## config.mk

```make
export PLATFORM = sky130hd
export DESIGN_NAME = alu_system_sequencer
export DESIGN_NICKNAME = d
export VERILOG_FILES = /design/src/rtl/alu_system_sequencer.sv
export SDC_FILE = /design/constraint.sdc
export NUM_CORES = 1
export LEC_CHECK = 0
export CAP_MARGIN = 20
export CORE_UTILIZATION = 38
export DETAILED_ROUTE_END_ITERATION = 10
export PLACE_DENSITY_LB_ADDON = 0.2
export SLEW_MARGIN = 30
export SYNTH_ARGS = -nofsm -noshare
export SYNTH_HDL_FRONTEND = slang
export SYNTH_SLANG_ARGS = --single-unit
export TNS_END_PERCENT = 10
```

## constraint.sdc

```tcl
create_clock -name Clock -period 3 [get_ports Clock]
set_input_delay 0.3 -clock Clock [delete_from_list [all_inputs] [get_ports Clock]]
set_output_delay 0.3 -clock Clock [all_outputs]
set_load 0.05 [all_outputs]
```

## src/rtl/alu_system_sequencer.sv

```systemverilog
`default_nettype none
// ============================================================================
// Module   : alu_system_sequencer
// Function : Multi-cycle control unit for the ALU datapath system. Fetches a
//            16-bit instruction as two byte reads at PC, executes it in one
//            cycle, and counts retired instructions. Supports run/halt.
// Revision : 1.0 - initial release
// ============================================================================
module alu_system_sequencer #(
   parameter int CNT_W = 16
) (
   input  logic             Clock,
   input  logic             Reset,
   input  logic             Run,
   input  logic [15:0]      IROut,
   input  logic [3:0]       Flags,
   output logic [2:0]       RF_OutASel,
   output logic [2:0]       RF_OutBSel,
   output logic [2:0]       RF_FunSel,
   output logic [3:0]       RF_RegSel,
   output logic [3:0]       RF_ScrSel,
   output logic [4:0]       ALU_FunSel,
   output logic             ALU_WF,
   output logic [2:0]       ARF_RegSel,
   output logic [1:0]       ARF_FunSel,
   output logic [1:0]       ARF_OutCSel,
   output logic [1:0]       ARF_OutDSel,
   output logic [1:0]       MuxASel,
   output logic [1:0]       MuxBSel,
   output logic [1:0]       MuxCSel,
   output logic             MuxDSel,
   output logic [1:0]       DR_FunSel,
   output logic             DR_E,
   output logic             IR_Write,
   output logic             IR_LH,
   output logic             Mem_WR,
   output logic             Mem_CS,
   output logic             Halted,
   output logic             Illegal,
   output logic [CNT_W-1:0] InstrCount
);

   localparam logic [2:0] c_S_IDLE    = 3'd0;
   localparam logic [2:0] c_S_FETCH_L = 3'd1;
   localparam logic [2:0] c_S_FETCH_H = 3'd2;
   localparam logic [2:0] c_S_EXEC    = 3'd3;
   localparam logic [2:0] c_S_HALT    = 3'd4;

   localparam logic [3:0] c_OP_NOP = 4'h0;
   localparam logic [3:0] c_OP_ADD = 4'h1;
   localparam logic [3:0] c_OP_SUB = 4'h2;
   localparam logic [3:0] c_OP_AND = 4'h3;
   localparam logic [3:0] c_OP_ORR = 4'h4;
   localparam logic [3:0] c_OP_LDI = 4'h5;
   localparam logic [3:0] c_OP_BRA = 4'h6;
   localparam logic [3:0] c_OP_BEQ = 4'h7;
   localparam logic [3:0] c_OP_HLT = 4'hF;

   localparam logic [2:0] c_RF_HOLD  = 3'b000;
   localparam logic [2:0] c_RF_LOAD  = 3'b010;
   localparam logic [1:0] c_ARF_INC  = 2'b01;
   localparam logic [1:0] c_ARF_LOAD = 2'b10;
   localparam logic [4:0] c_ALU_ADD  = 5'b10100;
   localparam logic [4:0] c_ALU_SUB  = 5'b10110;
   localparam logic [4:0] c_ALU_AND  = 5'b10111;
   localparam logic [4:0] c_ALU_ORR  = 5'b11000;

   logic [2:0]       r_state;
   logic [2:0]       w_next_state;
   logic [CNT_W-1:0] r_count;

   // Instruction fields; IMM is consumed directly by the datapath from IR
   logic [3:0] w_opc;
   logic [1:0] w_dst;
   logic [1:0] w_src1;
   logic [1:0] w_src2;
   logic [3:0] w_dst_onehot;
   logic       w_zero;
   logic       w_unused;

   assign w_opc        = IROut[15:12];
   assign w_dst        = IROut[11:10];
   assign w_src1       = IROut[9:8];
   assign w_src2       = IROut[7:6];
   assign w_dst_onehot = 4'b0001 << w_dst;
   assign w_zero       = Flags[3];
   assign w_unused     = ^{Flags[2:0], IROut[5:0]};

   // State register
   always_ff @(posedge Clock or posedge Reset) begin
      if (Reset) r_state <= c_S_IDLE;
      else       r_state <= w_next_state;
   end

   // Next-state decode; Run only matters in IDLE and when leaving EXEC
   always_comb begin
      w_next_state = r_state;
      case (r_state)
         c_S_IDLE:    if (Run) w_next_state = c_S_FETCH_L;
         c_S_FETCH_L: w_next_state = c_S_FETCH_H;
         c_S_FETCH_H: w_next_state = c_S_EXEC;
         c_S_EXEC: begin
            if (w_opc == c_OP_HLT) w_next_state = c_S_HALT;
            else if (Run)          w_next_state = c_S_FETCH_L;
            else                   w_next_state = c_S_IDLE;
         end
         c_S_HALT:    w_next_state = c_S_HALT;
         default:     w_next_state = c_S_IDLE;
      endcase
   end

   // Retired-instruction counter: every EXEC cycle retires exactly one instruction
   always_ff @(posedge Clock or posedge Reset) begin
      if (Reset)                  r_count <= '0;
      else if (r_state == c_S_EXEC) r_count <= r_count + CNT_W'(1);
   end

   assign InstrCount = r_count;

   // Moore output decode from state, with the opcode selecting EXEC controls
   always_comb begin
      RF_OutASel  = 3'b000;
      RF_OutBSel  = 3'b000;
      RF_FunSel   = c_RF_HOLD;
      RF_RegSel   = 4'b0000;
      RF_ScrSel   = 4'b0000;
      ALU_FunSel  = 5'b00000;
      ALU_WF      = 1'b0;
      ARF_RegSel  = 3'b000;
      ARF_FunSel  = 2'b00;
      ARF_OutCSel = 2'b00;
      ARF_OutDSel = 2'b00;
      MuxASel     = 2'b00;
      MuxBSel     = 2'b00;
      MuxCSel     = 2'b00;
      MuxDSel     = 1'b0;
      DR_FunSel   = 2'b00;
      DR_E        = 1'b0;
      IR_Write    = 1'b0;
      IR_LH       = 1'b0;
      Mem_WR      = 1'b0;
      Mem_CS      = 1'b1;
      Halted      = (r_state == c_S_HALT);
      Illegal     = 1'b0;
      case (r_state)
         c_S_FETCH_L, c_S_FETCH_H: begin
            // Read the byte at PC into IR and post-increment PC
            Mem_CS      = 1'b0;
            ARF_OutDSel = 2'b00;
            IR_Write    = 1'b1;
            IR_LH       = (r_state == c_S_FETCH_H);
            ARF_RegSel  = 3'b100;
            ARF_FunSel  = c_ARF_INC;
         end
         c_S_EXEC: begin
            case (w_opc)
               c_OP_ADD, c_OP_SUB, c_OP_AND, c_OP_ORR: begin
                  RF_OutASel = {1'b0, w_src1};
                  RF_OutBSel = {1'b0, w_src2};
                  MuxDSel    = 1'b0;
                  ALU_WF     = 1'b1;
                  MuxASel    = 2'b00;
                  RF_RegSel  = w_dst_onehot;
                  RF_FunSel  = c_RF_LOAD;
                  case (w_opc)
                     c_OP_ADD: ALU_FunSel = c_ALU_ADD;
                     c_OP_SUB: ALU_FunSel = c_ALU_SUB;
                     c_OP_AND: ALU_FunSel = c_ALU_AND;
                     default:  ALU_FunSel = c_ALU_ORR;
                  endcase
               end
               c_OP_LDI: begin
                  MuxASel   = 2'b11;
                  RF_RegSel = w_dst_onehot;
                  RF_FunSel = c_RF_LOAD;
               end
               c_OP_BRA, c_OP_BEQ: begin
                  // Loading PC here overrides the two fetch increments
                  if (w_opc == c_OP_BRA || w_zero) begin
                     MuxBSel    = 2'b11;
                     ARF_RegSel = 3'b100;
                     ARF_FunSel = c_ARF_LOAD;
                  end
               end
               c_OP_NOP, c_OP_HLT: ;
               default: Illegal = 1'b1;
            endcase
         end
         default: ;
      endcase
   end

endmodule
`default_nettype wire

```

==> metrics.md, run 1 <==
| Metric | Value |
|---|---|
| Relative area change from synthesis to final layout | 39.3% |
| Fin util | 0.567 |
| Clock group share of total power | 0.086 |
| Clock Sinks | 19 |
| Net switching fraction of the power | 0.553 |
| Post-synthesis share of cell area spent on full adders, half adders and majority gates | 0.00999 |
| Total via count in the routed design | roughly 1000 |
| Routed length per instance | 11.4 um |
| Average via count per standard cell | about 4.6 |
| Design internal power | 0.000665 W |
| Maximum number of pins on one net before global-route repair | 20 |
| First-pass GRT wire length | 4260 um |
| Mux share of post-synthesis cell area | 0 |
| Synth Instances | between 100 and 150 |
| Cell types occupying the most area after synthesis | sky130_fd_sc_hd__dfrtp_1 38%, sky130_fd_sc_hd__buf_4 14%, sky130_fd_sc_hd__xnor2_1 9.1% |
| Die width | approximately 59 um |
| First-pass detailed-route iteration total | 4 |
| Relative contribution of combinational cells to total power | 0.659 |
| Yosys top cell area share | 0.380 |
| Worst min-delay path category | in2async |
| Area of the die | 0.00353 mm2 |
| Design Area, Final | 0.00174 mm2 |
| CP Data Arrival Time | around 2400 ps |
| GPL Wtd Cong | 0.737 |
| Final total negative setup slack | 0 ps |
| Static power due to leakage | 0.791 nW |
| Number of standard cells in the layout, taps in and fillers out | 228 |
| Register area share after synthesis | 0.380 |
| Worst clock skew | 8.13 ps |
| Number of top-level pins | 87 |
| Cell area after synthesis | between 0.001 and 0.0015 mm2 |
| CTS clock-pin slew for the worst setup and hold paths | 110 ps |
| Ys Warns | 0 |
| Mean cell area of the mapped netlist | about 9.5 um2 |
| Area post-placement | 0.00172 mm2 |
| Post-CTS sizing | 0 |
| Switching power of the nets | 0.000823 W |
| Final period util | 0.900 |
| Setup repair after global routing missed its margin | false |
| Antenna diode count | 0 |
| Xor/xnor cell area share of the yosys netlist | 0.112 |
| Clock period minus final worst setup slack | 2700 ps |
| Cell type contributing the most total cell area after synthesis | sky130_fd_sc_hd__dfrtp_1 |
| H-tree lvl count | 1 |
| Clock latency reported for the late side of the worst-skew pair | 290 ps |
| DIE HEIGHT | 59.4 um |
| Cell Count Post-Placement | approximately 220 |
| Commonest non-fill, non-tap cell in the layout | sky130_fd_sc_hd__clkdlybuf4s50_1 |
| Critical Path Fanout Max | 8 |
| Leading cell types in the layout, fill and taps excluded | 45 x sky130_fd_sc_hd__clkdlybuf4s50_1, 21 x sky130_fd_sc_hd__conb_1, 19 x sky130_fd_sc_hd__dfrtp_1, 13 x sky130_fd_sc_hd__xnor2_1, 11 x sky130_fd_sc_hd__buf_4 |
| Number of antenna violations at the first check in global routing | 0 |
| CTS Hold Buffers Added | 0 |
| Combinational family with the most area after synthesis | simple AND/OR/NAND/NOR gates |
| Core Area | 0.00308 mm2 |
| Post-synth EDFFs | 0 |
| Required time worst endpoint | 2700 ps |
| Endpoints failing setup | 0 |
| Power share of the sequential group | 0.255 |
| Peak clock frequency supported by timing | 371 MHz |
| Number of placement rows | 20 |
| Pwr per Cell Area | 853 mW/mm2 |
| CTS Buf Count | 3 |
| Relative slew slack | 0.530 |
| Final number of hold-violating endpoints | 0 |
| Startpoint class of the critical path | register |
| Fraction of final layout cells sized beyond drive strength 1 | 0.120 |
| Buffer levels on the longest clock path | 2 |
| DPL Wire Length | 2060 um |
| Max-slew violation count | 0 |
| Predominant post-synthesis flop cell | sky130_fd_sc_hd__dfrtp_1 |
| Clock tree from TritonCTS | built |
| GRT Resource Usage Total | 0.157 |
| Slowest stage cell, crit path | sky130_fd_sc_hd__clkdlybuf4s50_1 |
| Simple-gate share of the synthesized area | 0.259 |
| Worst setup path category | reg2out |
| Post-synthesis async set-or-reset flop share | 1.00 |
| DRT antenna net count | 0 |
| Via count of the first global-routing pass | around 1000 |
| Maximum single-stage delay on the critical path | 860 ps |
| NumNets Final | 209 |
| Worst path cell trace | nand3b_4 -> nor2_1 -> nand2_1 -> nor3_1 -> clkdlybuf4s50_1 |
| Max cap viols | 0 |
| Compound-gate portion of the synthesized area | 0.0659 |
| Type of element capturing the critical path | primary output |
| Post-synthesis cell type count | 30 |
| Hold slack final | 402 ps |
| Overall routed net length | 2600 um |
| Master cell of the clock root buffer | sky130_fd_sc_hd__clkbuf_4 |
| Count of buffers inserted at the top-level ports | 56 |
| Violation count after the first detailed-routing iteration | 24 |
| Post-CTS Setup Repair Bufs | 0 |
| Status | finished clean |
| Worst-case vdd ir drop | between 0.0007 and 0.0008 V |
| Number of DRC violations after detailed routing | 0 |
| Starting Density | 0.407 |
| Slew of the pin with the lowest slew margin | approximately 700 ps |
| GRT Residual Overflow | 0 |
| Synthesis-stage register bit count | 19 |
cell families (layout without fill, tap and decap cells):
logic type               after synthesis  in the layout
XOR/XNOR                              16             16
other                                  1             21
AND/OR/NAND/NOR                       55             55
adder cells (fa/ha/maj)                1              1
flip-flops                            19             19
buffers and inverters                 32             64
AO/OA/AOI/OAI                          8              8
power groups by stage:
stage | logic, W | registers (W) | clock network (W)
after global placement | 0.000974 | 0.000381 | 0
after global routing | 0.00104 | 0.000389 | 0.000144
final | 0.000981 | 0.000379 | 0.000128
after detailed placement | 0.000986 | 0.000385 | 0
after CTS | 0.000989 | 0.000380 | 0.000131
after floorplan | 0.000630 | 0.000471 | 0
per-layer routing:
metal / wire (um) / vias up / global-route usage
met2: 1290 / 44 / 0.273
met5: 0 / - / 0
met4: 6 / 0 / 0.0612
met3: 217 / 2 / 0.0437
li1: - / 503 / -
met1: 1090 / 498 / 0.183
stage by stage:
stage          total power (W)  setup slack [ps]
6_report               0.00149               301
5_1_grt                0.00157              68.1
4_1_cts                0.00150               264
3_5_place_dp           0.00137               408
3_3_place_gp           0.00136               437
2_1_floorplan          0.00110               330
final timing paths:
kind                                             from  slack [ps]                          to  cells past startpoint
setup / recovery               r_state[2]$_DFFE_PP0P_         300                  MuxASel[0]                      5
hold / removal                                  Reset         400  InstrCount[12]$_DFFE_PP0P_                      2
setup reg to reg               r_state[1]$_DFFE_PP0P_        1490  InstrCount[12]$_DFFE_PP0P_                      4
hold reg to reg            InstrCount[15]$_DFFE_PP0P_         480  InstrCount[15]$_DFFE_PP0P_                      1
max in group asynchronous                       Reset        2150   InstrCount[5]$_DFFE_PP0P_                      2
min in group Clock         InstrCount[15]$_DFFE_PP0P_         480  InstrCount[15]$_DFFE_PP0P_                      1
worst max-delay path: cells and delay by family (launching register included):
family        cells  cell delay [ps]
simple gates      4              780
buf+inv           1              860
flops             1              460
Yosys cell counts, types with 4 or more instances:
cell / n
sky130_fd_sc_hd__nor2_1: 6
sky130_fd_sc_hd__and3_1: 5
sky130_fd_sc_hd__nand3_1: 8
sky130_fd_sc_hd__and2_1: 5
sky130_fd_sc_hd__inv_1: 4
sky130_fd_sc_hd__nor3_1: 6
sky130_fd_sc_hd__xnor2_1: 13
sky130_fd_sc_hd__dfrtp_1: 19
sky130_fd_sc_hd__nand4_1: 6
sky130_fd_sc_hd__nand2_1: 10
sky130_fd_sc_hd__buf_4: 24
state kept, by name (all words and copies together) (netlist names):
name        flops
InstrCount     16
r_state         3
cell type report:
type	instances	area [um2]
Clock buffer	3	22.5
Clock inverter	1	5.00
Fill cell	312	1330
Inverter	4	15.0
Multi-Input combinational cell	101	638
Sequential cell	19	475
Tap cell	44	55.1
Timing Repair Buffer	56	533
No activity file was read; power rests on OpenSTA's default activity.
==> run 2: changes to the inputs <==
--- a/config.mk
+++ b/config.mk
@@ -6,6 +6,7 @@
 export NUM_CORES = 1
 export LEC_CHECK = 0
 export CAP_MARGIN = 20
+export CORE_MARGIN = 4
 export CORE_UTILIZATION = 38
 export DETAILED_ROUTE_END_ITERATION = 10
 export PLACE_DENSITY_LB_ADDON = 0.2
==> metrics.md, run 2 (synthesized netlist as in run 1, its figures left out) <==
| Metric | Value |
|---|---|
| Switching power of the nets | 0.000819 W |
| Worst reg2reg setup slack | between 1500 and 2000 ps |
| Power share of the sequential group | 0.256 |
| DPL Wire Length | around 2200 um |
| First-pass detailed-route iteration total | 6 |
| Final total negative setup slack | 0 ps |
| Core Area | approximately 0.0031 mm2 |
| Worst-case setup margin in the final layout | 323 ps |
| Clock group share of total power | 0.084 |
| Routed length per instance | 12.1 um |
| Placement Setup Slack | 415 ps |
| Overall routed net length | 2760 um |
| Status | finished clean |
| Buffer levels on the longest clock path | 2 |
| Maximum number of pins on one net before global-route repair | 20 |
| Commonest non-fill, non-tap cell in the layout | sky130_fd_sc_hd__clkdlybuf4s50_1 |
| Max-slew violation count | 0 |
| Max cap viols | 0 |
| Depth of the most critical reg-to-reg path | 4 |
| Critical Path Fanout Max | 8 |
| Number of antenna violations at the first check in global routing | 0 |
| Violation count after the first detailed-routing iteration | 23 |
| RR Endpoint | InstrCount[8]$_DFFE_PP0P_ |
| Fin util | 0.562 |
| GRT Resource Usage Total | 0.132 |
| Worst min-delay path category | in2async |
| Clock Sinks | 19 |
| Setup repair after global routing missed its margin | false |
| Design internal power | 0.000667 W |
| GRT Residual Overflow | 0 |
| Number of top-level pins | between 80 and 90 |
| H-tree lvl count | 1 |
| Slew of the pin with the lowest slew margin | 694 ps |
| Clock latency reported for the late side of the worst-skew pair | 290 ps |
| Clock tree from TritonCTS | built |
| Startpoint class of the critical path | register |
| Number of DRC violations after detailed routing | 0 |
| Die width | 65.4 um |
| Average via count per standard cell | around 4.5 |
| CP Data Arrival Time | 2380 ps |
| Worst clock skew | roughly 8.2 ps |
| Final number of hold-violating endpoints | 0 |
| Endpoints failing setup | 0 |
| Relative area change from synthesis to final layout | 39.2% |
| Peak clock frequency supported by timing | about 370 MHz |
| CTS Hold Buffers Added | 0 |
| Post-CTS sizing | 0 |
| Area of the die | 0.00428 mm2 |
| Total chip power | 0.00149 W |
| Pwr per Cell Area | 853 mW/mm2 |
| Worst setup path category | reg2out |
| Launch instance of the worst register-to-register path | r_state[1]$_DFFE_PP0P_ |
| Starting Density | 0.404 |
| NumNets Final | 209 |
| DIE HEIGHT | 65.4 um |
| Required time worst endpoint | 2700 ps |
| Type of element capturing the critical path | primary output |
| Number of fill cells | 307 |
| Flip-flop count of the largest register after layout | 16 |
| Via count of the first global-routing pass | 1057 |
| Net switching fraction of the power | 0.551 |
| Leading cell types in the layout, fill and taps excluded | 45 x sky130_fd_sc_hd__clkdlybuf4s50_1, 21 x sky130_fd_sc_hd__conb_1, 19 x sky130_fd_sc_hd__dfrtp_1, 13 x sky130_fd_sc_hd__xnor2_1, 11 x sky130_fd_sc_hd__buf_4 |
| Fraction of final layout cells sized beyond drive strength 1 | 0.114 |
| First-pass GRT wire length | 4550 um |
| Antenna diode count | 0 |
| Post-CTS Setup Repair Bufs | 0 |
| Clock period minus final worst setup slack | 2680 ps |
| Total via count in the routed design | 1028 |
| GPL Wtd Cong | 0.746 |
| Master cell of the clock root buffer | sky130_fd_sc_hd__clkbuf_4 |
| Worst-case vdd ir drop | 0.000793 V |
| DRT antenna net count | 0 |
| Relative contribution of combinational cells to total power | 0.660 |
| CTS Buf Count | 3 |
| Number of placement rows | 20 |
| Relative slew slack | 0.537 |
| CTS clock-pin slew for the worst setup and hold paths | approximately 100 ps |
| Final period util | 0.892 |
| Static power due to leakage | around 0.8 nW |
| Count of buffers inserted at the top-level ports | 56 |
==> run 2: layout make-up <==
cell class	count	area (um2)	share of cell area
repair buffers	56	533	0.306
flip-flops and latches	19	475	0.273
well taps	44	55.1	0.0316
inverters	4	15.0	0.00861
clock buffers	4	26.3	0.0151
multi-input cells	101	638	0.366
==> run 2: power by group through the flow <==
stage | combinational [W] | clock, W | sequential [W]
2_1_floorplan | 0.000630 | 0 | 0.000471
3_3_place_gp | 0.000982 | 0 | 0.000381
3_5_place_dp | 0.000986 | 0 | 0.000386
4_1_cts | 0.000991 | 0.000131 | 0.000382
5_1_grt | 0.00104 | 0.000144 | 0.000394
6_report | 0.000981 | 0.000125 | 0.000380
==> run 2: how the worst max path moves through the flow <==
stage | startpoint | to | depth (start not counted)
2_1_floorplan | r_state[2]$_DFFE_PP0P_ | MuxASel[1] | 5
3_3_place_gp | IROut[12] | ARF_RegSel[2] | 5
3_5_place_dp | IROut[12] | ARF_RegSel[2] | 5
4_1_cts | r_state[2]$_DFFE_PP0P_ | ARF_RegSel[2] | 5
5_1_grt | r_state[2]$_DFFE_PP0P_ | MuxASel[0] | 5
6_report | r_state[2]$_DFFE_PP0P_ | ARF_RegSel[2] | 5
==> run 2: stage by stage <==
stage          instances  hold slack, ps  instance area, um2
6_report             228             401                1740
5_1_grt              228             478                1740
4_1_cts              228             426                1740
2_1_floorplan        152             251                1330
3_5_place_dp         224             487                1720
3_3_place_gp         224             461                1720
==> run 2: critical path, stage by stage (launching register included) <==
cell and delay, ps:
sky130_fd_sc_hd__dfrtp_1 460, sky130_fd_sc_hd__nand3b_4 260, sky130_fd_sc_hd__nor2_1 200, sky130_fd_sc_hd__o2111a_1 260, sky130_fd_sc_hd__or2_2 120, sky130_fd_sc_hd__clkdlybuf4s50_1 790
==> run 2: per-layer routing <==
layer	global-route usage	routed length [um]
met5	0	0
met4	0.0389	28
met3	0.0564	305
met2	0.226	1320
met1	0.150	1110
